[src/rtl/led_sequencer.sv]
// ---------------------------------------------------------------------------
// LedSequencer -- walks a single lit position across N_OUT one-hot outputs.
//
// A free-running prescaler produces an automatic advance every DIV enabled
// clock cycles. A rising edge on the manual step input also requests an
// advance, and a rollover and a step edge in the same cycle merge into one.
// On each advance the position moves up, down or ping-pong, or stays put
// (hold), depending on mode.
//
// Parameters
//   N_OUT       number of one-hot outputs (1..256)
//   DIV         clock cycles per automatic step (>= 1)
//   ACTIVE_LOW  1 inverts every bit of out
//
// Ports
//   clk   in   single clock, rising edge
//   rst   in   synchronous active-high reset
//   en    in   prescaler run enable
//   mode  in   00 up, 01 down, 10 ping-pong, 11 hold
//   step  in   manual advance request (level, rising edge detected here)
//   out   out  one-hot of pos, polarity set by ACTIVE_LOW
//   pos   out  current position index
//   tick  out  one-cycle pulse on each prescaler rollover
//   wrap  out  one-cycle pulse when a full sequence cycle completes
// ---------------------------------------------------------------------------
module led_sequencer #(
   parameter int N_OUT      = 8,
   parameter int DIV        = 12000000,
   parameter int ACTIVE_LOW = 0
) (
   input  logic                                   clk,
   input  logic                                   rst,
   input  logic                                   en,
   input  logic [1:0]                             mode,
   input  logic                                   step,
   output logic [N_OUT-1:0]                       out,
   output logic [(N_OUT > 1 ? $clog2(N_OUT) : 1)-1:0] pos,
   output logic                                   tick,
   output logic                                   wrap
);

   localparam int PW = (N_OUT > 1) ? $clog2(N_OUT) : 1;
   localparam int CW = (DIV > 1) ? $clog2(DIV) : 1;

   localparam logic [PW-1:0]    LAST     = PW'(N_OUT - 1);
   localparam logic [CW-1:0]    PRESC_TOP = CW'(DIV - 1);
   localparam logic             POL      = (ACTIVE_LOW != 0);
   localparam logic [N_OUT-1:0] ONE      = N_OUT'(1);
   localparam logic [N_OUT-1:0] RESET_OUT = POL ? ~ONE : ONE;

   // Refuse to build with parameter values outside their legal ranges.
   generate
      if (N_OUT < 1 || N_OUT > 256) begin : gBadNOut
         $error("led_sequencer: N_OUT must be in 1..256");
      end
      if (DIV < 1) begin : gBadDiv
         $error("led_sequencer: DIV must be >= 1");
      end
      if (ACTIVE_LOW != 0 && ACTIVE_LOW != 1) begin : gBadPol
         $error("led_sequencer: ACTIVE_LOW must be 0 or 1");
      end
   endgenerate

   typedef enum logic {
      DIR_UP   = 1'b0,
      DIR_DOWN = 1'b1
   } dirT;

   logic [CW-1:0]    r_presc;
   logic             r_stepPrev;
   dirT              r_dir;
   logic [PW-1:0]    r_pos;
   logic [N_OUT-1:0] r_out;
   logic             r_tick;
   logic             r_wrap;

   logic             w_rollover;
   logic             w_stepEdge;
   logic             w_advance;
   logic [PW-1:0]    w_posNext;
   dirT              w_dirNext;
   logic             w_wrapNext;
   logic             w_moveUp;
   logic [N_OUT-1:0] w_outNext;

   // A rollover and a step edge are OR-ed so that coincident requests can
   // only ever produce a single advance.
   assign w_rollover = en && (r_presc == PRESC_TOP);
   assign w_stepEdge = step && !r_stepPrev;
   assign w_advance  = w_rollover || w_stepEdge;

   // Next position, direction and wrap flag for the coming edge. Ping-pong
   // first forces the travel direction inward at an endpoint, which both
   // keeps endpoints from repeating and repairs a stale dir left behind by
   // an up/down phase. The only way to land on 0 in ping-pong is 1 -> 0,
   // so landing on 0 is the wrap condition there.
   always_comb begin
      w_posNext  = r_pos;
      w_dirNext  = r_dir;
      w_wrapNext = 1'b0;
      w_moveUp   = 1'b0;
      if (w_advance) begin
         case (mode)
            2'b00: begin
               w_wrapNext = (r_pos == LAST);
               w_posNext  = (r_pos == LAST) ? '0 : r_pos + 1'b1;
            end
            2'b01: begin
               w_wrapNext = (r_pos == '0);
               w_posNext  = (r_pos == '0) ? LAST : r_pos - 1'b1;
            end
            2'b10: begin
               if (N_OUT == 1) begin
                  w_wrapNext = 1'b1;
               end else begin
                  w_moveUp = (r_dir == DIR_UP);
                  if (r_pos == LAST) begin
                     w_moveUp = 1'b0;
                  end else if (r_pos == '0) begin
                     w_moveUp = 1'b1;
                  end
                  w_posNext = w_moveUp ? r_pos + 1'b1 : r_pos - 1'b1;
                  if (w_posNext == LAST) begin
                     w_dirNext = DIR_DOWN;
                  end else if (w_posNext == '0) begin
                     w_dirNext = DIR_UP;
                  end else begin
                     w_dirNext = w_moveUp ? DIR_UP : DIR_DOWN;
                  end
                  w_wrapNext = (w_posNext == '0);
               end
            end
            default: begin
            end
         endcase
      end
   end

   // One-hot decode of the next position with the output polarity applied,
   // so out is registered alongside pos and never lags it.
   always_comb begin
      w_outNext = '0;
      for (int i = 0; i < N_OUT; i++) begin
         w_outNext[i] = (w_posNext == PW'(i)) ^ POL;
      end
   end

   // All state and all outputs move together on the edge that consumes an
   // advance request. Reset wins over everything and clears the prescaler,
   // so the first automatic advance after release is a full DIV cycles away.
   always_ff @(posedge clk) begin
      if (rst) begin
         r_presc    <= '0;
         r_stepPrev <= 1'b0;
         r_dir      <= DIR_UP;
         r_pos      <= '0;
         r_out      <= RESET_OUT;
         r_tick     <= 1'b0;
         r_wrap     <= 1'b0;
      end else begin
         if (en) begin
            r_presc <= w_rollover ? '0 : r_presc + 1'b1;
         end
         r_stepPrev <= step;
         r_dir      <= w_dirNext;
         r_pos      <= w_posNext;
         r_out      <= w_outNext;
         r_tick     <= w_rollover;
         r_wrap     <= w_wrapNext;
      end
   end

   assign out  = r_out;
   assign pos  = r_pos;
   assign tick = r_tick;
   assign wrap = r_wrap;

endmodule

[config.mk]
export PLATFORM = sky130hd
export DESIGN_NAME = led_sequencer
export DESIGN_NICKNAME = d
export VERILOG_FILES = /design/src/rtl/led_sequencer.sv
export SDC_FILE = /design/constraint.sdc
export NUM_CORES = 1
export LEC_CHECK = 0
export ABC_CLOCK_PERIOD_IN_PS = 2300
export CORE_MARGIN = 8
export CORE_UTILIZATION = 34
export DETAILED_ROUTE_END_ITERATION = 12
export GPL_TIMING_DRIVEN = 0
export SYNTH_ARGS = -nofsm -noshare
export SYNTH_HDL_FRONTEND = slang
export SYNTH_SLANG_ARGS = --single-unit
[constraint.sdc]
create_clock -name clk -period 2.3 [get_ports clk]
set_input_delay 0.46 -clock clk [delete_from_list [all_inputs] [get_ports clk]]
set_output_delay 0.46 -clock clk [all_outputs]
set_load 0.05 [all_outputs]
# Yosys cells after proc, flatten, opt, wreduce, memory -nomap -nowiden
# Cells that the tools add are included.
[classes] addsub=3 multipliers=0 n_div=0 n_lt_le_gt_ge=0 eq_ne=12 n_shift=0 n_mux=14 bitwise=2 n_reduce_logical=10
[op_table] op="$add 24x1->24 const B" n=1
[op_table] op="$eq 24x24->1 const B" n=1
[op_table] op="$mux 24" n=1
[op_table] op="$eq 3x3->1 const B" n=6
[op_table] op="$mux 3" n=4
[op_table] op="$logic_not 3->1" n=3
[op_table] op="$pmux 3 s3" n=1
[op_table] op="$mux 1" n=7
[op_table] op="$eq 3x2->1 const B" n=2
[op_table] op="$add 3x1->3 const B" n=1
[op_table] op="$eq 3x1->1 const B" n=1
[op_table] op="$pmux 1 s3" n=1
[op_table] op="$sub 3x1->3 const B" n=1
[op_table] op="$eq 2x1->1 const B" n=1
[op_table] op="$eq 2x2->1 const B" n=1
[op_table] op="$logic_and 1x1->1" n=2
[op_table] op="$logic_not 2->1" n=1
[op_table] op="$not 1->1" n=2
[op_table] op="$reduce_and 2->1" n=1
[op_table] op="$reduce_or 2->1" n=1
[op_table] op="$logic_not 1->1" n=1
[op_table] op="$logic_or 1x1->1" n=1
[word_totals] register_bits=39 latchBits=0 ramBits=0 romBits=0 inputBits=6 output_inout_bits=13 memories=0

# Longest topological paths before layout
# Gate-level depths: netlist of run 1.
[logic_depth] ltp_word=9 depth_mapped=9 depth_no_buf=8

# Worst setup path before layout of run 1
# OpenSTA, ideal clock, no wires.
[synth_timing] path_kind="reg2reg" startpoint="register r_pos[0], in the netlist pos[0]" endpoint="register r_out[4], in the netlist out[4]" t_arrival_ns=2.347 setup_slack_ns=-0.162 stages_incl_launch_ff=10 n_path_buf=1 period_less_slack_ns=2.462 cell_sequence="dfxtp_1 -> inv_1 -> ha_1 -> clkbuf_2 -> nor2b_1 -> nor4b_1 -> o221ai_1 -> mux2_4 -> nand2b_4 -> o21ba_2"
[synth_between] elab_chain_cells=9 elab_cells_between_ends=14 classes_between="2 x add/sub; 2 x eq/ne; 9 x mux; 1 x reduce/logical"
[synth_lines] element="start, declared" line_no="72" source="logic [PW-1:0] r_pos;"
[synth_lines] element="start signal, assigned" line_no="166" source="r_pos <= w_posNext;"
[synth_lines] element="$logic_not 3->1" line_no="110, 119"
[synth_lines] element="$mux 1" line_no="119" source="end else if (r_pos == '0) begin"
[synth_lines] element="$mux 1" line_no="117" source="if (r_pos == LAST) begin"
[synth_lines] element="$mux 1" line_no="103" source="case (mode)"
[synth_lines] element="$mux 1" line_no="102" source="if (w_advance) begin"
[synth_lines] element="$mux 3" line_no="122" source="w_posNext = w_moveUp ? r_pos + 1'b1 : r_pos - 1'b1;"
[synth_lines] element="$pmux 3 s3" line_no="103"
[synth_lines] element="$mux 3 *" line_no="102"
[synth_lines] element="$eq 3x3->1 *" line_no="144" source="w_outNext[i] = (w_posNext == PW'(i)) ^ POL;"
[synth_lines] element="end signal, assigned" line_no="167" source="r_out <= w_outNext;"
[synth_lines] element="end, declared" line_no="73" source="logic [N_OUT-1:0] r_out;"
# Every way passes the cells marked *; elsewhere a longest branch is shown, timed or not. The select of a mux whose other input is x is not followed.
# A chain may end at the register's enable or synchronous reset.

# Final worst setup path of run 1
[layout_timing] startpoint="input mode[1]" endpoint="register r_out[4], in the netlist out[4]"
[layout_between] elab_chain_cells=4 elab_cells_between_ends=6 classes_between="3 x eq/ne; 2 x mux; 1 x reduce/logical"
[layout_lines] element="start, declared" line_no="34" source="input logic [1:0] mode,"
[layout_lines] element="$eq 2x2->1, or another cell as far along" line_no="103"
[layout_lines] element="$pmux 3 s3 *" line_no="103"
[layout_lines] element="$mux 3 *" line_no="102"
[layout_lines] element="$eq 3x3->1 *" line_no="144"
# Every way passes the cells marked *; elsewhere a longest branch is shown, timed or not.

==> summary by stage, run 1 <==
Clocking
The number of levels the H-tree was split into is 2. The number of buffers created by CTS is 5. The clock transition at the registers of the reported paths is 0.08 ns. The clock root buffer is clkbuf_8.

The number of hold buffers added after CTS was 0. The CTS tree is done. The tree built by TritonCTS fans out to 39 sinks. The maximum root-to-sink buffer count is 2.

The later pin in the worst-skew pair is clocked with a latency of 0.29 ns.

Critical path
The critical path is of the input pin to flip-flop type. Walking the worst path, the cells encountered are clkdlybuf4s50_1 -> a2111oi_2 -> nand3_1 -> o21ai_4 -> mux2_4 -> nand2b_4 -> o21ba_2. The startpoint identified for the worst register-to-register timing path is pos[0].

The kind of start point of the critical path is an input pin. Tracing the worst setup path back leads to its startpoint at mode[1]. The worst endpoint required time is 2.49 ns. In this design, the stage delay of the slowest critical-path cell is 0.45 ns. The largest driver fanout on the critical path is 6. The worst setup path is captured at a flip-flop. The master of the slowest instance on the critical path is clkdlybuf4s50_1. The arrival time at the worst endpoint is 2.33 ns.

Timing
The post-route fraction of the period consumed by the critical path is about 93%. The worst relative slew slack is around two thirds. The shortest clock period the worst path allows after layout is 2.14 ns. Setup violations remaining at the end of the flow were counted as 0.

The number of hold-slack violations in the final timing report came to 0. Setup repair after global routing left no endpoint under its margin. The worst clock skew is between 0.005 and 0.006 ns. The number of max-slew violations in the final report is 0. The slew at the pin closest to its max-slew limit is roughly 0.50 ns.

Static timing analysis puts the maximum clock frequency at 467 MHz.

Finish
In the final design database the tool counted ~250 nets. The summed area of non-filler cells in the final layout is between 2000 and 2500 um2. The count of cells in the finished layout, fillers not included, comes to roughly 320. From synthesis to final layout, the design area changed by 21.7%. Leaving out fill and tap cells, the most frequent cell in the layout is dfxtp_1. The repair_antennas step left the layout with diodes totalling 0. In the layout the commonest cells are dfxtp_1, nor2_1, clkdlybuf4s50_1, xor2_1, nand2_1. The share of cells above drive strength 1 is between 10% and 20%.

Synth
The biggest area consumer among synthesized cells is dfxtp_1. In the post-synthesis netlist, the biggest area contributors are dfxtp_1, xor2_1, nor2_1. The synthesized design contains 39 register bits. The share of the synthesized netlist area taken by xor and xnor gates is approximately 11%. The count of warnings emitted by yosys is 0.

After synthesis, the largest family of logic cells by area is simple AND/OR/NAND/NOR gates. The top cell type by area accounts for between 40% and 50% of the synthesized area. Summing the areas of all and, or, nand and nor instances in the mapped netlist gives a little under a third of the synthesized area.

In the synthesized netlist, the number of instances is 216. The share of synthesized area spent on multiplexers is around 1.4%. The post-synthesis instance area is a little under 2000 um2. The dominant register cell in the synthesized netlist is dfxtp_1. After synthesis, flip-flops and latches occupy between 40 and 50% of the total area. The number of nets in the synthesized netlist is approximately 230. After synthesis, the mean cell area works out to approximately 9 um2. The adder and majority cell fraction of the synthesized area is 3.23%. Of all flip-flops after synthesis, the portion carrying an async set or reset was 0%. The netlist uses between 40 and 50 different library cells. The compound-cell area share of the yosys netlist is about a tenth. Yosys mapped a number of flops with a built-in enable equal to 0.

Placement
The estimated wirelength of the detail-placed design is about 2800 um. At the end of routability-driven placement, the weighted congestion stood at approximately 0.82. The instance area at placement is roughly 2200 um2. The number of buffers inserted by port buffering is 18. The count of placed standard cells including taps is ~300.

Floorplan
Row generation in the floorplan step produced 27 rows. The die height is approximately 91 um. The area of the die is approximately 8400 um2. Once the floorplan was initialized, standard cells occupied 35.2% of the core.

The number of top-level design ports is 19. The die is between 90 and 100 um wide. The region available for standard cell placement spans ~5500 um2.

Global routing
The total routing usage reported by global routing is under 10%. The number of global-route vias before repair is 1520. The pin count of the biggest net entering global routing is 13. Global routing finished with a remaining overflow of 0. The number of antenna violations at the first check in global routing is 0. The first global-routing pass estimated around 6700 um of wire.

Drt
After detailed routing, the number of remaining DRC violations is 0. After detailed routing, the total wire length is around 3800 um. The number of vias per cell after detailed routing is ~5. The first routing iteration left 75 violations. The number of nets with antenna violations after detailed routing is 0. The routed wire length per instance is approximately 12 um. Across all layers, the routed design uses roughly 1600 vias. The detailed-routing iteration count for the pre-antenna-repair pass is 4.

Worst hold path
In this run the worst hold path is classified as flip-flop to flip-flop. The worst min-delay path startpoint is r_presc[1].

Power and ir drop
For this design the static power due to leakage is 0.950 nW. The worst-case IR drop observed on VDD is between 0.0002 and 0.00025 V. The total power divided by cell area is around 630 nW/um2. The power consumption is approximately 1.5 mW.

Job
The tool flagged a number of max-cap violations equal to 0.

Status
The flow ran to the end, and the final reports show no timing, DRC or antenna violations.
## final timing paths
check | slack (ns) | cells after the start | endpoint
setup / recovery | 0.16 | 7 | out[4]
hold / removal | 0.50 | 2 | r_presc[1]
setup reg to reg | 0.16 | 9 | out[4]
hold reg to reg | 0.50 | 2 | r_presc[1]
## per-stage QoR
step / TNS, ns / hold WS (ns) / worst slack, ns / util (%)
2_1_floorplan: 0 / 0.462 / 0.0504 / -
3_3_place_gp: -5.34 / 0.481 / -0.266 / 40.1
3_5_place_dp: -5.16 / 0.492 / -0.255 / 40.1
4_1_cts: 0 / 0.503 / 0.0483 / 42.3
5_1_grt: 0 / 0.540 / 0.0237 / 42.8
6_report: 0 / 0.504 / 0.157 / 42.8
## critical path, delay by kind of cell
family / cells / cell delay [ns]
buf+inv: 1 / 0.45
mux: 1 / 0.36
simple gates: 2 / 0.27
compound gates: 3 / 0.79
## sequential cells by signal, summed over array words and instances (netlist names)
signal and cells:
r_presc 24, out 8, wrap 1, r_stepPrev 1, r_dir 1, tick 1
pos 3
## cells in the mapped netlist, drive strengths merged, types with 4 or more instances
cell,number
o21ai,4
a21oi,10
xnor2,9
nand3,11
nand4,8
dfxtp,39
inv,7
nor2,34
and3,9
xor2,15
ha,5
nand2b,8
nor3,5
nand2,13
## final cells by class
cell class              count  area [um2]
fillers                   524        3150
flip-flops and latches     39         783
clock inverters             2        35.0
inverters                   7        26.3
plain buffers               6        28.8
clock buffers               6        82.6
multi-input cells         164        1120
well taps                  72        90.1
repair buffers             19         193
## power breakdown
| part | switching [mW] | leakage [nW] | internal (mW) | total, mW |
|---|---|---|---|---|
| clock | 0.238 | 0.0612 | 0.351 | 0.589 |
| combinational | 0.124 | 0.572 | 0.0793 | 0.203 |
| sequential | 0.0111 | 0.317 | 0.690 | 0.701 |
## kinds of logic (layout without fill, tap and decap cells)
logic type               Yosys count  count (layout)
AO/OA/AOI/OAI                     27              27
XOR/XNOR                          24              24
adder cells (fa/ha/maj)            5               5
buffers and inverters             13              40
flip-flops                        39              39
multiplexers                       2               2
AND/OR/NAND/NOR                  106             106
## per-layer routing
layer / vias up / GRT usage (%) / share of wire [%]
met5: - / 0 / 0
met4: 0 / 3.27 / 0.83
met3: 4 / 3.13 / 4.5
met2: 22 / 16.5 / 49
met1: 721 / 10.7 / 46
li1: 808 / - / -
## repair_timing
item                                   CTS  global route
setup buffers                            0             1
setup endpoints to repair                0            13
endpoints found under the hold margin    0             0
resized for setup                        0             5
Power figures use the tool's default switching activity.
==> run 2: changes to the inputs <==
--- a/config.mk
+++ b/config.mk
@@ -10,6 +10,8 @@
 export CORE_UTILIZATION = 34
 export DETAILED_ROUTE_END_ITERATION = 12
 export GPL_TIMING_DRIVEN = 0
+export SKIP_CTS_REPAIR_TIMING = 1
 export SYNTH_ARGS = -nofsm -noshare
 export SYNTH_HDL_FRONTEND = slang
 export SYNTH_SLANG_ARGS = --single-unit
+export TNS_END_PERCENT = 5
==> results of run 2 <==
Final layout, timing and power as in run 1 (identical DEF).
==> run 3: changes to the inputs <==
--- a/config.mk
+++ b/config.mk
@@ -5,6 +5,7 @@
 export SDC_FILE = /design/constraint.sdc
 export NUM_CORES = 1
 export LEC_CHECK = 0
+export ABC_AREA = 1
 export ABC_CLOCK_PERIOD_IN_PS = 2300
 export CORE_MARGIN = 8
 export CORE_UTILIZATION = 34
==> summary by stage, run 3 <==
Drt
The number of DRC markers after the initial detailed-route iteration came to 80 (was 75). The routed wire length per instance is 11.0 um (was 12.2 um). The detailed-routing iteration count for the pre-antenna-repair pass is 4 (unchanged). The via count is 1840 (was 1555). The number of nets with antenna violations after detailed routing is 0 (unchanged). The number of remaining DRC errors is 0 (unchanged). The overall routed net length is 4360 um (was 3850 um).

The number of vias per cell after detailed routing came to 4.63 (was 4.94).

Global routing
The number of antenna violations at the first check in global routing came to 0 (unchanged). The first-pass GRT wire length is 7690 um (was 6720 um). The total routing usage reported by global routing was 10.9% (was 9.53%). The number of global-route vias before repair is 1755 (was 1520).

The pin count of the biggest net entering global routing was 14 (was 13). The total overflow reported by the global router came to 0 (unchanged).

Finish
The most common cell after layout, fill and taps aside is nand2_1 (was dfxtp_1). The flip-flop count of the largest register after layout was 24 (unchanged). The final cell utilization of the core is 41.5% (was 42.8%). The share of cells above drive strength 1 came to 11.8% (was 13.6%). Commonest cells after routing, fill and taps aside: nand2_1, nor2_1, inv_1, dfxtp_1, nand3_1 (was dfxtp_1, nor2_1, clkdlybuf4s50_1, xor2_1, nand2_1). The register ranked first by flip-flop count is r_presc (unchanged). The summed area of non-filler cells in the final layout came to 2440 um2 (was 2360 um2). The final cell count without fillers was 397 (was 315). The number of inserted filler cells in the final layout was 596 (was 524). The signed area change from the synthesized netlist to the final layout is 18.2% (was 21.7%). The final net count is 332 (was 253). The antenna diode count is 0 (unchanged).

Synth
The most frequent cell after synthesis was nand2_1 (was dfxtp_1). The distinct cell type count of the synthesized netlist came to 36 (was 49). Top cells by instance count after synthesis: nand2_1, nor2_1, dfxtp_1, inv_1, nand3_1 (was dfxtp_1, nor2_1, xor2_1). The fraction of post-synthesis cell area in the top cell type by area is 37.8% (was 40.3%). The count of warnings emitted by yosys is 0 (unchanged). The synthesis-stage register bit count came to 39 (unchanged).

The net count of the mapped netlist is 308 (was 227). The sequential element share of the synthesized area is 37.8% (was 40.3%). The post-synthesis instance area was 2070 um2 (was 1940 um2).

The biggest area consumer among synthesized cells was dfxtp_1 (unchanged). The synthesized netlist cell count was 297 (was 216). Top cells by area in the synthesized netlist: dfxtp_1, nand2_1, nor2_1 (was dfxtp_1, xor2_1, nor2_1). The per-instance average area after synthesis is 6.96 um2 (was 8.97 um2).

The dominant register cell in the synthesized netlist is dfxtp_1 (unchanged). The number of flops mapped to enable cells by yosys was 0 (unchanged). The async set-reset flop share out of synthesis is 0% (unchanged).

Timing
The number of max-slew violations in the final report came to 0 (unchanged). The hold slack is 0.478 ns (was 0.504 ns). Unrepaired setup endpoints after global routing: no (unchanged).

The post-route fraction of the period consumed by the critical path is 89.3% (was 93.2%). The worst clock skew was 0.00690 ns (was 0.00502 ns). The number of setup violations in the final report is 0 (unchanged). The highest achievable clock rate is 487 MHz (was 467 MHz).

The slew at the pin closest to its max-slew limit is 0.500 ns (was 0.503 ns). The shortest clock period the worst path allows after layout was 2.05 ns (was 2.14 ns). The number of hold-slack violations in the final timing report is 0 (unchanged). The setup TNS is 0 ns (unchanged).

The worst relative slew slack is 66.6% (was 66.4%).

Power and ir drop
The cell leakage power is 1.00 nW (was 0.950 nW). The total power divided by cell area came to 608 nW/um2 (was 634 nW/um2). The switching power total was 0.399 mW (was 0.373 mW).

The internal portion of total power is 1.09 mW (was 1.12 mW). The clock network fraction of design power was 38.7% (was 39.4%). The combinational fraction of design power came to 13.9% (was 13.6%). The highest ir drop seen on vdd came to 0.000379 V (was 0.000249 V). The sequential cell fraction of total power is 47.4% (was 46.9%). The proportion of total power due to net switching is 26.9% (was 25.0%).

Critical path
The startpoint of the lowest-slack register-to-register path is pos[0] (unchanged). The largest driver fanout on the critical path is 5 (was 6). Worst path cell trace: clkdlybuf4s50_1 (was clkdlybuf4s50_1 -> a2111oi_2 -> nand3_1 -> o21ai_4 -> mux2_4 -> nand2b_4 -> o21ba_2).

The buffers plus inverters on the worst setup path is 1 (unchanged). The arrival time at the worst endpoint is 1.59 ns (was 2.33 ns). The timing endpoint of the critical path is pos[1] (was out[4]).

The logic depth of the worst path, buffers included came to 1 (was 7). The logic depth of the worst register-to-register path was 12 (was 9). The kind of start point of the critical path is a flip-flop (was input pin).

The first element of the critical path was pos[1] (was mode[1]). The classification of the worst setup path is flip-flop to output port (was input pin to flip-flop). The worst endpoint required time is 1.84 ns (was 2.49 ns). The capture point of the worst reg-to-reg path is out[4] (unchanged). The longest individual stage delay on the worst path came to 0.85 ns (was 0.45 ns). The endpoint class of the critical path is an output port (was flip-flop). The family with the most delay on the worst path is buffers and inverters (was compound AO/OA/AOI/OAI gates). The register-to-register path setup slack is 0.52 ns (was 0.16 ns). The master of the slowest instance on the critical path is clkdlybuf4s50_1 (unchanged).

Floorplan
The effective utilization at floorplan is 35.1% (was 35.2%). The floorplan die width is 93.9 um (was 91.5 um). The die height is 93.9 um (was 91.5 um). The area of the core is 5890 um2 (was 5510 um2). The number of core rows is 28 (was 27). The area of the die is 8830 um2 (was 8370 um2). The number of top-level design ports is 19 (unchanged).

Worst hold path
The type of the tightest min-delay check is flip-flop to flip-flop (unchanged).

Clocking
The clock transition at the registers of the reported paths is 0.08 ns (about the same). The number of clock sinks came to 39 (unchanged). The clock root buffer is clkbuf_8 (unchanged). The clock network latency to the later pin of the worst-skew pair came to 0.30 ns (was 0.29 ns). The maximum root-to-sink buffer count was 2 (unchanged).

The number of buffers created by CTS is 5 (unchanged). The number of levels the H-tree was split into was 2 (unchanged). The CTS tree is done (unchanged).

Job
The count of maximum capacitance violations is 0 (unchanged).

Placement
The count of placed standard cells including taps is 389 (was 306). The number of buffers inserted by port buffering was 17 (was 18). The instance area at placement is 2330 um2 (was 2210 um2).

The weighted congestion reported at the end of routability-driven placement is 0.867 (was 0.821). The estimated wirelength of the detail-placed design is 3380 um (was 2830 um).

Status
Result of the run: completed (unchanged).
run 3: cell types whose count changed after synthesis, moves of 7 or more:
cell      delta
nand2b_1     -7
nor2_1      +11
and3_1       -8
xnor2_1      -8
inv_1       +32
a21oi_1     +10
xor2_1      -12
nand2_1     +40
nand2_2      +8
inv_2        +7
nand3_1     +15
run 3: through the flow:
stage	power [mW]	worst slack, ns
after floorplan	0.867	0.330
after global placement	0.925	0.0159
after detailed placement	0.927	0.0174
after CTS	1.50	0.226
after global routing	1.56	0.170
final	1.48	0.245
run 3: kinds of logic (layout without fill, tap and decap cells):
kind of cell	after synthesis	after routing	share of synthesized area [%]
AND/OR/NAND/NOR	162	162	37.8
buffers and inverters	48	73	8.90
AO/OA/AOI/OAI	39	39	10.8
flip-flops	39	39	37.8
adder cells (fa/ha/maj)	5	5	3.03
XOR/XNOR	4	4	1.70
run 3: power by group through the flow:
stage,registers (mW),logic (mW),clock network (mW)
final,0.703,0.206,0.575
after global routing,0.706,0.230,0.623
after CTS,0.703,0.208,0.590
after detailed placement,0.720,0.207,0
after global placement,0.719,0.206,0
after floorplan,0.759,0.108,0
run 3: cell type report:
cell class | instances | area, um2 | area share, %
repair buffers | 17 | 170 | 6.97
clock inverters | 3 | 43.8 | 1.79
multi-input cells | 210 | 1100 | 45.1
flip-flops and latches | 39 | 781 | 32.0
plain buffers | 2 | 11.3 | 0.461
well taps | 75 | 93.8 | 3.84
inverters | 46 | 173 | 7.07
clock buffers | 5 | 68.8 | 2.82
run 3: how the worst min path moves through the flow:
| stage | start | endpoint | slack [ns] | cells past startpoint |
|---|---|---|---|---|
| 5_1_grt | r_presc[15] | r_presc[15] | 0.53 | 1 |
| 4_1_cts | r_presc[7] | r_presc[7] | 0.48 | 2 |
| 6_report | r_presc[7] | r_presc[7] | 0.48 | 2 |
| 2_1_floorplan | r_presc[7] | r_presc[7] | 0.45 | 2 |
| 3_3_place_gp | r_presc[7] | r_presc[7] | 0.47 | 2 |
| 3_5_place_dp | r_presc[7] | r_presc[7] | 0.47 | 2 |
run 3: worst reg2reg max path: stages, from the launching register on:
cell     delay (ns)
dfxtp_1        0.40
inv_1          0.14
ha_1           0.23
nand2_2        0.10
nand2_1        0.09
nand2_1        0.11
nand2_1        0.07
nand3_1        0.07
nand2_1        0.08
o21ai_2        0.13
nand2_1        0.06
nand2_1        0.13
nor2_1         0.06
run 3: layer usage:
layer | wire (um) | share of wire [%] | GRT usage, %
met5 | 0 | 0 | 0
met4 | 55 | 1.3 | 3.96
met3 | 246 | 5.6 | 3.52
met2 | 1960 | 45 | 18.8
met1 | 2090 | 48 | 12.2
